<file path="src/rtl/board_state_writer_if.sv">
// rtl/board_state_writer_if.sv - request, RAM write-port and status bundle for board_state_writer
//
// Purpose: groups the reveal/clear request side, the board-status RAM write
//          port and the game status outputs of board_state_writer.
// Ports (signals):
//   reveal, cell_x, cell_y   reveal request for cell (cell_x, cell_y)
//   clear                    request to rewrite the whole board to HIDDEN
//   mine_map                 bit i set = mine at cell i
//   wEn, addr, dataIn        RAM write port
//   busy, done               activity flag and reveal-handled pulse
//   game_over                sticky mine-revealed flag
//   revealed_count           cells revealed since the last clear
// Modports: master = requester / RAM side, slave = board_state_writer.

interface board_state_writer_if #(
    parameter int ADDR_WIDTH = 12,
    parameter int DATA_WIDTH = 32,
    parameter int NCELLS     = 25
);
    logic                  reveal;
    logic [2:0]            cell_x;
    logic [2:0]            cell_y;
    logic                  clear;
    logic [NCELLS-1:0]     mine_map;
    logic                  wEn;
    logic [ADDR_WIDTH-1:0] addr;
    logic [DATA_WIDTH-1:0] dataIn;
    logic                  busy;
    logic                  done;
    logic                  game_over;
    logic [4:0]            revealed_count;

    modport master (
        output reveal, cell_x, cell_y, clear, mine_map,
        input  wEn, addr, dataIn, busy, done, game_over, revealed_count
    );

    modport slave (
        input  reveal, cell_x, cell_y, clear, mine_map,
        output wEn, addr, dataIn, busy, done, game_over, revealed_count
    );
endinterface

</file>
<file path="src/rtl/board_state_writer.sv">
// rtl/board_state_writer.sv - write side of the 5x5 board-status RAM
//
// Purpose: clears the board to HIDDEN after reset or on request, and handles
//          reveal requests by counting neighbouring mines (one neighbour per
//          cycle) and writing the cell's status word at addr GRID_N*y+x.
// Ports:
//   clk    in  system clock
//   reset  in  asynchronous, active-high reset
//   bus    slave modport of board_state_writer_if (requests, RAM write port,
//          busy/done/game_over/revealed_count)

module board_state_writer #(
    parameter int GRID_N      = 5,
    parameter int ADDR_WIDTH  = 12,
    parameter int DATA_WIDTH  = 32,
    parameter int HIDDEN_CODE = 10,
    parameter int MINE_CODE   = 9
) (
    input  logic                clk,
    input  logic                reset,
    board_state_writer_if.slave bus
);
    localparam int NCELLS = GRID_N * GRID_N;

    typedef enum logic [1:0] {S_CLEAR, S_IDLE, S_COUNT, S_WRITE} state_t;

    state_t            state_q, state_d;
    logic              run_q;
    logic [4:0]        index_q, index_d;
    logic [2:0]        cx_q, cx_d, cy_q, cy_d;
    logic [2:0]        nbr_q, nbr_d;
    logic [3:0]        count_q, count_d;
    logic [NCELLS-1:0] revealed_q, revealed_d;
    logic [4:0]        rcount_q, rcount_d;
    logic              game_over_q, game_over_d;
    logic              done_q, done_d;

    logic              wen_c, busy_c, go_clear;
    logic [4:0]        addr_c;
    logic [3:0]        code_c;

    // Zero-padded views so 5-bit cell indices never read past the map.
    logic [31:0] map_pad, rev_pad;
    assign map_pad = 32'(bus.mine_map);
    assign rev_pad = 32'(revealed_q);

    // Neighbour under test: offsets are 4-bit two's complement, so a step
    // off the left/top edge wraps to 15 and fails the range check.
    logic [3:0] dx, dy, nx, ny;
    logic [4:0] nb_cell;
    logic       nb_mine;

    always_comb begin
        dx = 4'd1;
        dy = 4'd1;
        case (nbr_q)
            3'd0:    begin dx = 4'hF; dy = 4'hF; end
            3'd1:    begin dx = 4'h0; dy = 4'hF; end
            3'd2:    begin dx = 4'h1; dy = 4'hF; end
            3'd3:    begin dx = 4'hF; dy = 4'h0; end
            3'd4:    begin dx = 4'h1; dy = 4'h0; end
            3'd5:    begin dx = 4'hF; dy = 4'h1; end
            3'd6:    begin dx = 4'h0; dy = 4'h1; end
            default: begin dx = 4'h1; dy = 4'h1; end
        endcase
    end

    assign nx      = {1'b0, cx_q} + dx;
    assign ny      = {1'b0, cy_q} + dy;
    assign nb_cell = 5'(ny) * 5'(GRID_N) + 5'(nx);
    assign nb_mine = (nx < 4'(GRID_N)) && (ny < 4'(GRID_N)) && map_pad[nb_cell];

    logic [4:0] req_cell;
    logic       req_ok;
    assign req_cell = 5'(bus.cell_y) * 5'(GRID_N) + 5'(bus.cell_x);
    assign req_ok   = (bus.cell_x < 3'(GRID_N)) && (bus.cell_y < 3'(GRID_N))
                      && !rev_pad[req_cell] && !game_over_q;

    always_ff @(posedge clk or posedge reset) begin
        if (reset) begin
            state_q     <= S_CLEAR;
            run_q       <= 1'b0;
            index_q     <= '0;
            cx_q        <= '0;
            cy_q        <= '0;
            nbr_q       <= '0;
            count_q     <= '0;
            revealed_q  <= '0;
            rcount_q    <= '0;
            game_over_q <= 1'b0;
            done_q      <= 1'b0;
        end else begin
            state_q     <= state_d;
            run_q       <= 1'b1;
            index_q     <= index_d;
            cx_q        <= cx_d;
            cy_q        <= cy_d;
            nbr_q       <= nbr_d;
            count_q     <= count_d;
            revealed_q  <= revealed_d;
            rcount_q    <= rcount_d;
            game_over_q <= game_over_d;
            done_q      <= done_d;
        end
    end

    always_comb begin
        state_d     = state_q;
        index_d     = index_q;
        cx_d        = cx_q;
        cy_d        = cy_q;
        nbr_d       = nbr_q;
        count_d     = count_q;
        revealed_d  = revealed_q;
        rcount_d    = rcount_q;
        game_over_d = game_over_q;
        done_d      = 1'b0;
        wen_c       = 1'b0;
        busy_c      = 1'b0;
        addr_c      = '0;
        code_c      = '0;
        go_clear    = 1'b0;

        case (state_q)
            S_CLEAR: begin
                // run_q holds the sweep off until the first edge after reset
                // release, keeping every output low while reset is asserted.
                busy_c = run_q;
                wen_c  = run_q;
                addr_c = index_q;
                code_c = 4'(HIDDEN_CODE);
                if (run_q) begin
                    if (bus.clear) begin
                        go_clear = 1'b1;
                    end else if (index_q == 5'(NCELLS - 1)) begin
                        state_d = S_IDLE;
                        index_d = '0;
                    end else begin
                        index_d = index_q + 5'd1;
                    end
                end
            end
            S_IDLE: begin
                if (bus.clear) begin
                    go_clear = 1'b1;
                end else if (bus.reveal) begin
                    if (req_ok) begin
                        state_d = S_COUNT;
                        index_d = req_cell;
                        cx_d    = bus.cell_x;
                        cy_d    = bus.cell_y;
                        nbr_d   = '0;
                        count_d = '0;
                    end else begin
                        done_d = 1'b1;
                    end
                end
            end
            S_COUNT: begin
                busy_c = 1'b1;
                if (bus.clear) begin
                    go_clear = 1'b1;
                end else begin
                    count_d = count_q + {3'b0, nb_mine};
                    nbr_d   = nbr_q + 3'd1;
                    if (nbr_q == 3'd7) state_d = S_WRITE;
                end
            end
            default: begin // S_WRITE
                busy_c = 1'b1;
                if (bus.clear) begin
                    go_clear = 1'b1;
                end else begin
                    wen_c               = 1'b1;
                    addr_c              = index_q;
                    code_c              = map_pad[index_q] ? 4'(MINE_CODE) : count_q;
                    revealed_d[index_q] = 1'b1;
                    rcount_d            = rcount_q + 5'd1;
                    if (map_pad[index_q]) game_over_d = 1'b1;
                    state_d             = S_IDLE;
                    done_d              = 1'b1;
                end
            end
        endcase

        // A clear in any active state restarts the sweep and wipes progress;
        // the current cycle's cell write is dropped.
        if (go_clear) begin
            state_d     = S_CLEAR;
            index_d     = '0;
            revealed_d  = '0;
            rcount_d    = '0;
            game_over_d = 1'b0;
            done_d      = 1'b0;
            wen_c       = 1'b0;
            addr_c      = '0;
            code_c      = '0;
        end
    end

    assign bus.wEn            = wen_c;
    assign bus.addr           = ADDR_WIDTH'(addr_c);
    assign bus.dataIn         = DATA_WIDTH'(code_c);
    assign bus.busy           = busy_c;
    assign bus.done           = done_q;
    assign bus.game_over      = game_over_q;
    assign bus.revealed_count = rcount_q;
endmodule

</file>
<file path="src/flat_wrapper.sv">
// flat-port wrapper written by rule: the top's interface ports become plain ports
module board_state_writer_flat 
#(
    parameter int GRID_N      = 5,
    parameter int ADDR_WIDTH  = 12,
    parameter int DATA_WIDTH  = 32,
    parameter int HIDDEN_CODE = 10,
    parameter int MINE_CODE   = 9
)
  (clk, reset, bus_reveal, bus_cell_x, bus_cell_y, bus_clear, bus_mine_map, bus_wEn, bus_addr, bus_dataIn, bus_busy, bus_done, bus_game_over, bus_revealed_count);
  board_state_writer_if #(.ADDR_WIDTH(ADDR_WIDTH), .DATA_WIDTH(DATA_WIDTH)) bus_i ();
  input  logic clk;
  input  logic reset;
  input wire logic [$bits(bus_i.reveal)-1:0] bus_reveal;
  input wire logic [$bits(bus_i.cell_x)-1:0] bus_cell_x;
  input wire logic [$bits(bus_i.cell_y)-1:0] bus_cell_y;
  input wire logic [$bits(bus_i.clear)-1:0] bus_clear;
  input wire logic [$bits(bus_i.mine_map)-1:0] bus_mine_map;
  output wire logic [$bits(bus_i.wEn)-1:0] bus_wEn;
  output wire logic [$bits(bus_i.addr)-1:0] bus_addr;
  output wire logic [$bits(bus_i.dataIn)-1:0] bus_dataIn;
  output wire logic [$bits(bus_i.busy)-1:0] bus_busy;
  output wire logic [$bits(bus_i.done)-1:0] bus_done;
  output wire logic [$bits(bus_i.game_over)-1:0] bus_game_over;
  output wire logic [$bits(bus_i.revealed_count)-1:0] bus_revealed_count;
  assign bus_i.reveal = bus_reveal;
  assign bus_i.cell_x = bus_cell_x;
  assign bus_i.cell_y = bus_cell_y;
  assign bus_i.clear = bus_clear;
  assign bus_i.mine_map = bus_mine_map;
  assign bus_wEn = bus_i.wEn;
  assign bus_addr = bus_i.addr;
  assign bus_dataIn = bus_i.dataIn;
  assign bus_busy = bus_i.busy;
  assign bus_done = bus_i.done;
  assign bus_game_over = bus_i.game_over;
  assign bus_revealed_count = bus_i.revealed_count;
  board_state_writer #(.GRID_N(GRID_N), .ADDR_WIDTH(ADDR_WIDTH), .DATA_WIDTH(DATA_WIDTH), .HIDDEN_CODE(HIDDEN_CODE), .MINE_CODE(MINE_CODE)) u_core (.clk(clk), .reset(reset), .bus(bus_i));
endmodule
</file>
<file path="config.mk">
export PLATFORM = sky130hd
export DESIGN_NAME = board_state_writer_flat
export DESIGN_NICKNAME = d
export VERILOG_FILES = /design/src/rtl/board_state_writer_if.sv /design/src/rtl/board_state_writer.sv /design/src/flat_wrapper.sv
export SDC_FILE = /design/constraint.sdc
export NUM_CORES = 1
export LEC_CHECK = 0
export ABC_AREA = 1
export CAP_MARGIN = 20
export CORE_MARGIN = 1.5
export CORE_UTILIZATION = 35
export CTS_BUF_LIST = sky130_fd_sc_hd__clkbuf_8
export DETAILED_ROUTE_END_ITERATION = 7
export DONT_BUFFER_PORTS = 1
export MAX_ROUTING_LAYER = met4
export PLACE_DENSITY = 0.6
export SYNTH_ARGS = -nofsm -noshare
export SYNTH_HDL_FRONTEND = slang
export SYNTH_SLANG_ARGS = --single-unit
</file>
<file path="constraint.sdc">
create_clock -name clk -period 5.3 [get_ports clk]
set_clock_uncertainty 0.1 [all_clocks]
set_input_delay 1.06 -clock clk [delete_from_list [all_inputs] [get_ports clk]]
set_output_delay 1.06 -clock clk [all_outputs]
set_load 0.01 [all_outputs]
</file>
# Word level (Yosys, flattened, before mapping)

Index checks and enable logic that the tools add are counted.

Eq/ne operators: 23
Mux-type cells: 68
Add/subtract/negate cells: 8
Reductions and logical operators: 26
Bitwise logic cells: 2
$lt $le $gt $ge: 8
Multipliers: 2

Operators by type and width:

| kind                | count |
|---|---|
| $mux 25             | 3 |
| $mux 5              | 12 |
| $pmux 4 s2          | 4 |
| $mux 4              | 7 |
| $or 25x25->25       | 1 |
| $mux 2              | 10 |
| $pmux 5 s2          | 2 |
| $lt 5x6->1 const B  | 3 |
| $mux 1              | 17 |
| $bmux 1 s5          | 3 |
| $eq 3x3->1 const B  | 4 |
| $mux 3              | 4 |
| $ne 3x1->1 const B  | 4 |
| $reduce_and 6->1    | 2 |
| $add 5x1->5 const B | 2 |
| $ne 3x2->1 const B  | 3 |
| $reduce_or 3->1     | 3 |
| $add 3x4->4         | 2 |
| $lt 4x3->1 const B  | 2 |
| $reduce_or 2->1     | 4 |
| $eq 3x2->1 const B  | 2 |
| $logic_and 1x1->1   | 6 |
| $lt 3x3->1 const B  | 2 |
| $ne 2x1->1 const B  | 3 |
| other kinds (26)    | 32 |

Input port bits: 35
Register bits after elaboration: 53
Logic and storage cells: 148

# Logic depth before layout (Yosys ltp)

Depth in word-level cells: 12
Mapped depth: 23

# Least setup slack after synthesis

No wires, ideal clock.

Path kind: register to register
From: register u_core.nbr_q[0]
To: register u_core.count_q[2]
Data required time: 5.082 ns
Library setup time: 0.118 ns
Slack: 0.538 ns
Arrival time: 4.544 ns
Buffers on the path: 0
Cell stages (with the launch flop): 23
Clock period less this slack: 4.762 ns
Cell sequence: dfrtp_1 > ha_1 > ha_1 > a21oi_1 > o21ai_0 > or3_1 > ha_1 > fa_1 > ha_1 > ha_1 > inv_1 > fa_1 > inv_1 > a31oi_1 > a32oi_1 > nand2_1 > a21oi_1 > nor2_1 > ha_1 > ha_1 > or2_2 > nand3_1 > o21ai_2

Cells in the longest elaborated chain, start to end: 12

Ends and longest elaborated chain:

| item                                                                       | RTL line                  | source |
|---|---|---|
| start, declared                                                            | board_state_writer.sv:31  | `logic [2:0] nbr_q, nbr_d;` |
| start signal, assigned                                                     | board_state_writer.sv:98  | `nbr_q <= nbr_d;` |
| $eq 3x1->1 (tied with other cells)                                         | board_state_writer.sv:56  | `case (nbr_q)` |
| $reduce_or 3->1 (no source line) / $reduce_or 2->1 (equally long branches) | n/a                       |  |
| $pmux 4 s2                                                                 | board_state_writer.sv:56  |  |
| $add 3x4->4                                                                | board_state_writer.sv:69  | `assign ny = {1'b0, cy_q} + dy;` |
| $mul 4x3->5                                                                | board_state_writer.sv:70  | `assign nb_cell = 5'(ny) * 5'(GRID_N) + 5'(nx);` |
| $add 5x4->5                                                                | board_state_writer.sv:70  |  |
| $bmux 1 s5                                                                 | board_state_writer.sv:71  | `assign nb_mine = (nx < 4'(GRID_N)) && (ny < 4'(GRID_N)) && map_pad[nb_cell];` |
| $mux 1 (not written as such)                                               | board_state_writer.sv:71  |  |
| $logic_and 1x1->1 *                                                        | board_state_writer.sv:71  |  |
| $add 4x1->4 *                                                              | board_state_writer.sv:164 | `count_d = count_q + {3'b0, nb_mine};` |
| $mux 4 *                                                                   | board_state_writer.sv:161 | `if (bus.clear) begin` |
| $pmux 4 s2 *                                                               | board_state_writer.sv:124 | `case (state_q)` |
| end signal, assigned                                                       | board_state_writer.sv:99  | `count_q <= count_d;` |
| end, declared                                                              | board_state_writer.sv:32  | `logic [3:0] count_q, count_d;` |

Mark *: on every way between the ends. The rest lies on a longest branch, timed or not. The select of a mux whose other input is x is not followed.
A chain may end at the register's enable or synchronous reset.

# Worst setup path after layout

Same ends and word-level chain as after synthesis.

==> reports/summary.md <==
• vertical die dimension: 116 um
• via count of the first global-routing pass: 3,612
• period utilization: 0.939
• Critical Setup Path Class: register to register
• number of antenna violations at the first check in global routing: 0
• total number of H-tree levels: 2
• FFs w/ async S/R, synth: 1.00
• number of buffers inserted by hold repair at cts: 0
• max cap viols: 0
• Die Footprint: 13,500 um^2
• WL final: 11.4 mm
• final setup TNS: 0 ns
• kind of start point of the critical path: register
• number of buffers added by the clock tree synthesis step: 5
• Root Buffer Master: clkbuf_8
• clock-pin slew on the worst setup and hold paths: 0.10 ns
• number of top-level design ports: 88
• unrepaired setup endpoints after global routing: no
• wire length of the first global-routing pass: 18.6 mm
• cell count after synthesis: 602
• # Post-CTS Setup Buffers: 0
• Final Hold Fails: 0
• area added between synthesis and finish: 2.62%
• Post-Syn Area: 4480 um^2
• TritonCTS clock tree: done
• number of setup violations in the final report: 0
• GP Congestion: 0.862
• proportion of netlist area held by the largest area contributor: 0.296
• routed length per placed instance: 14.9 um
• fillcell total: 1,345
• clock latency at the later pin of the worst-skew pair: 0.32 ns
• via count: 3,812
• final number of max-transition violations: 0
• Final ANT Viol Nets: 0
• Hold WC Path Type: register to register
• drc violations: 0
• share of cells above drive strength 1: 0.0756
• clock period minus final worst setup slack: 4.97 ns
• top cells by instance count after synthesis: 119 x nand2_1, 62 x nor2_1, 59 x inv_1
• floorplan row count: 41
• Synth cell types: 50
• top flip-flop cell by instance count after synthesis: dfrtp_1
• capturing element type of the critical path: register
• sequential fraction of the synthesis area: 0.296
• Max Fclk: 201 MHz
• number of antenna cells inserted: 0
• flop and latch count out of synthesis: 53
• Remaining Overflow, GRT: 0
• Synth area leader: dfrtp_1
• mean instance size in the synthesized netlist: 7.45 um^2
• top fanout value on the critical path: 4
• CTS sink count: 53
• global-route total usage across every layer: 0.180
• number of enable flip-flop cells after synthesis: 0
• utilization of the core after routing: 0.366
• core region area: 12,600 um^2
• detailed placer's ending HPWL: 8.83 mm
• Worst Path Required: 5.42 ns
• total number of yosys warnings: 0
• Die X-Extent: 116 um
• most used standard cell by instance count after synthesis: nand2_1
• Worst Tran Pin Value: 0.841 ns
• via-per-instance ratio: 4.97
• number of port buffers: 0
• Iteration-0 DRC Markers: 208
• status: finished clean
• TritonRoute pass-1 iters: 5
• maximum root-to-sink buffer count: 2
• initial cell density of the core: 0.357
• Arr. time, crit path: 5.09 ns
• pin count of the biggest net entering global routing: 54
• relative slew slack: 0.439
• final layout net count: 674
• synth top area cells: dfrtp_1 30%, ha_1 11%, nand2_1 10%, a21oi_1 6.3%, buf_4 5.9%
-- critical path: stages (launching register included) --
cell and delay [ns]:
dfrtp_1 0.44, ha_1 0.26, ha_1 0.21, a21oi_1 0.12
o21ai_0 0.11, or3_1 0.35, ha_1 0.25, fa_1 0.49
ha_1 0.31, ha_1 0.20, inv_1 0.09, fa_1 0.48
inv_1 0.14, o221ai_1 0.12, nand3_1 0.08, o311ai_0 0.13
nand2_1 0.09, nor2_1 0.05, ha_1 0.23, ha_1 0.21
or2_2 0.27, nand3_1 0.09, o21ai_2 0.06
-- through the flow --
step / hold WS [ns] / instance area (um^2) / worst slack, ns / cells
floorplan: 0.346 / 4610 / 0.538 / 636
global placement: 0.375 / 4480 / 0.513 / 759
detailed placement: 0.377 / 4480 / 0.336 / 759
CTS: 0.403 / 4590 / 0.313 / 767
global route: 0.420 / 4600 / 0.0185 / 767
finish: 0.395 / 4600 / 0.326 / 767
-- registers in the layout, summed over array words and instances, names as in the netlist --
name	count
u_core.revealed_q	25
u_core.index_q	5
u_core.bus.game_over	1
u_core.cx_q	3
u_core.state_q	2
u_core.bus.done	1
u_core.count_q	4
u_core.bus.revealed_count	5
u_core.run_q	1
u_core.cy_q	3
u_core.nbr_q	3
-- path summary, 6_finish.rpt --
| check | end | slack, ns | start | cells past startpoint |
|---|---|---|---|---|
| min in group asynchronous | u_core.revealed_q[7] | 0.71 | reset | 2 |
| worst max-delay path | u_core.count_q[2] | 0.33 | u_core.nbr_q[0] | 22 |
| worst min-delay path | u_core.cx_q[0] | 0.40 | u_core.cx_q[0] | 2 |
| worst min register to register | u_core.cx_q[0] | 0.40 | u_core.cx_q[0] | 2 |
| max in group asynchronous | u_core.cy_q[2] | 3.94 | reset | 2 |
| worst max register to register | u_core.count_q[2] | 0.33 | u_core.nbr_q[0] | 22 |
-- layer usage --
metal	global-route usage	vias up	wire length [um]
met5	-	-	0
met4	0.0366	0	91
met3	0.0244	9	627
met2	0.305	111	5680
met1	0.230	1796	5010
li1	-	1896	-
-- cell type report --
type                       count  area (um^2)  share of cell area
multi-input combinational    468         2680               0.583
clock buffer                   5         68.8              0.0150
inverter                      63          241              0.0525
timing repair buffer           3         22.5             0.00489
sequential                    53         1330               0.288
clock inverter                 3         46.3              0.0101
tap                          172          215              0.0468
-- cells by family after synthesis --
logic type	count (synthesis)	share of synthesized area
xor+xnor	11	0.0232
fa+ha+maj	45	0.134
flops	53	0.296
other cells	2	0.00167
buf+inv	115	0.138
compound gates	127	0.162
simple gates	249	0.246
-- cell usage in the layout (no fill, tap or decap), types with 3 or more instances in the layout --
cell        n
a21oi_1    55
a31oi_1     6
buf_4       3
clkbuf_8    5
conb_1     36
dfrtp_1    53
fa_1        5
ha_1       40
inv_1      58
nand2_1   119
nand2_2     4
nand2_4     4
nand3_1    34
nand4_1     9
nor2_1     61
nor3_1      5
o21ai_0    38
o21ai_2     8
o22ai_1     3
xor2_1      8
-- repair_timing --
| action | in CTS | in global routing |
|---|---|---|
| setup endpoints to repair | 0 | 1 |
| gates resized for setup | 0 | 3 |
| hold endpoints to repair | 0 | 0 |
Power is not shown: default switching activity piles up to over one toggle a cycle in this logic, so the estimate is an artifact.
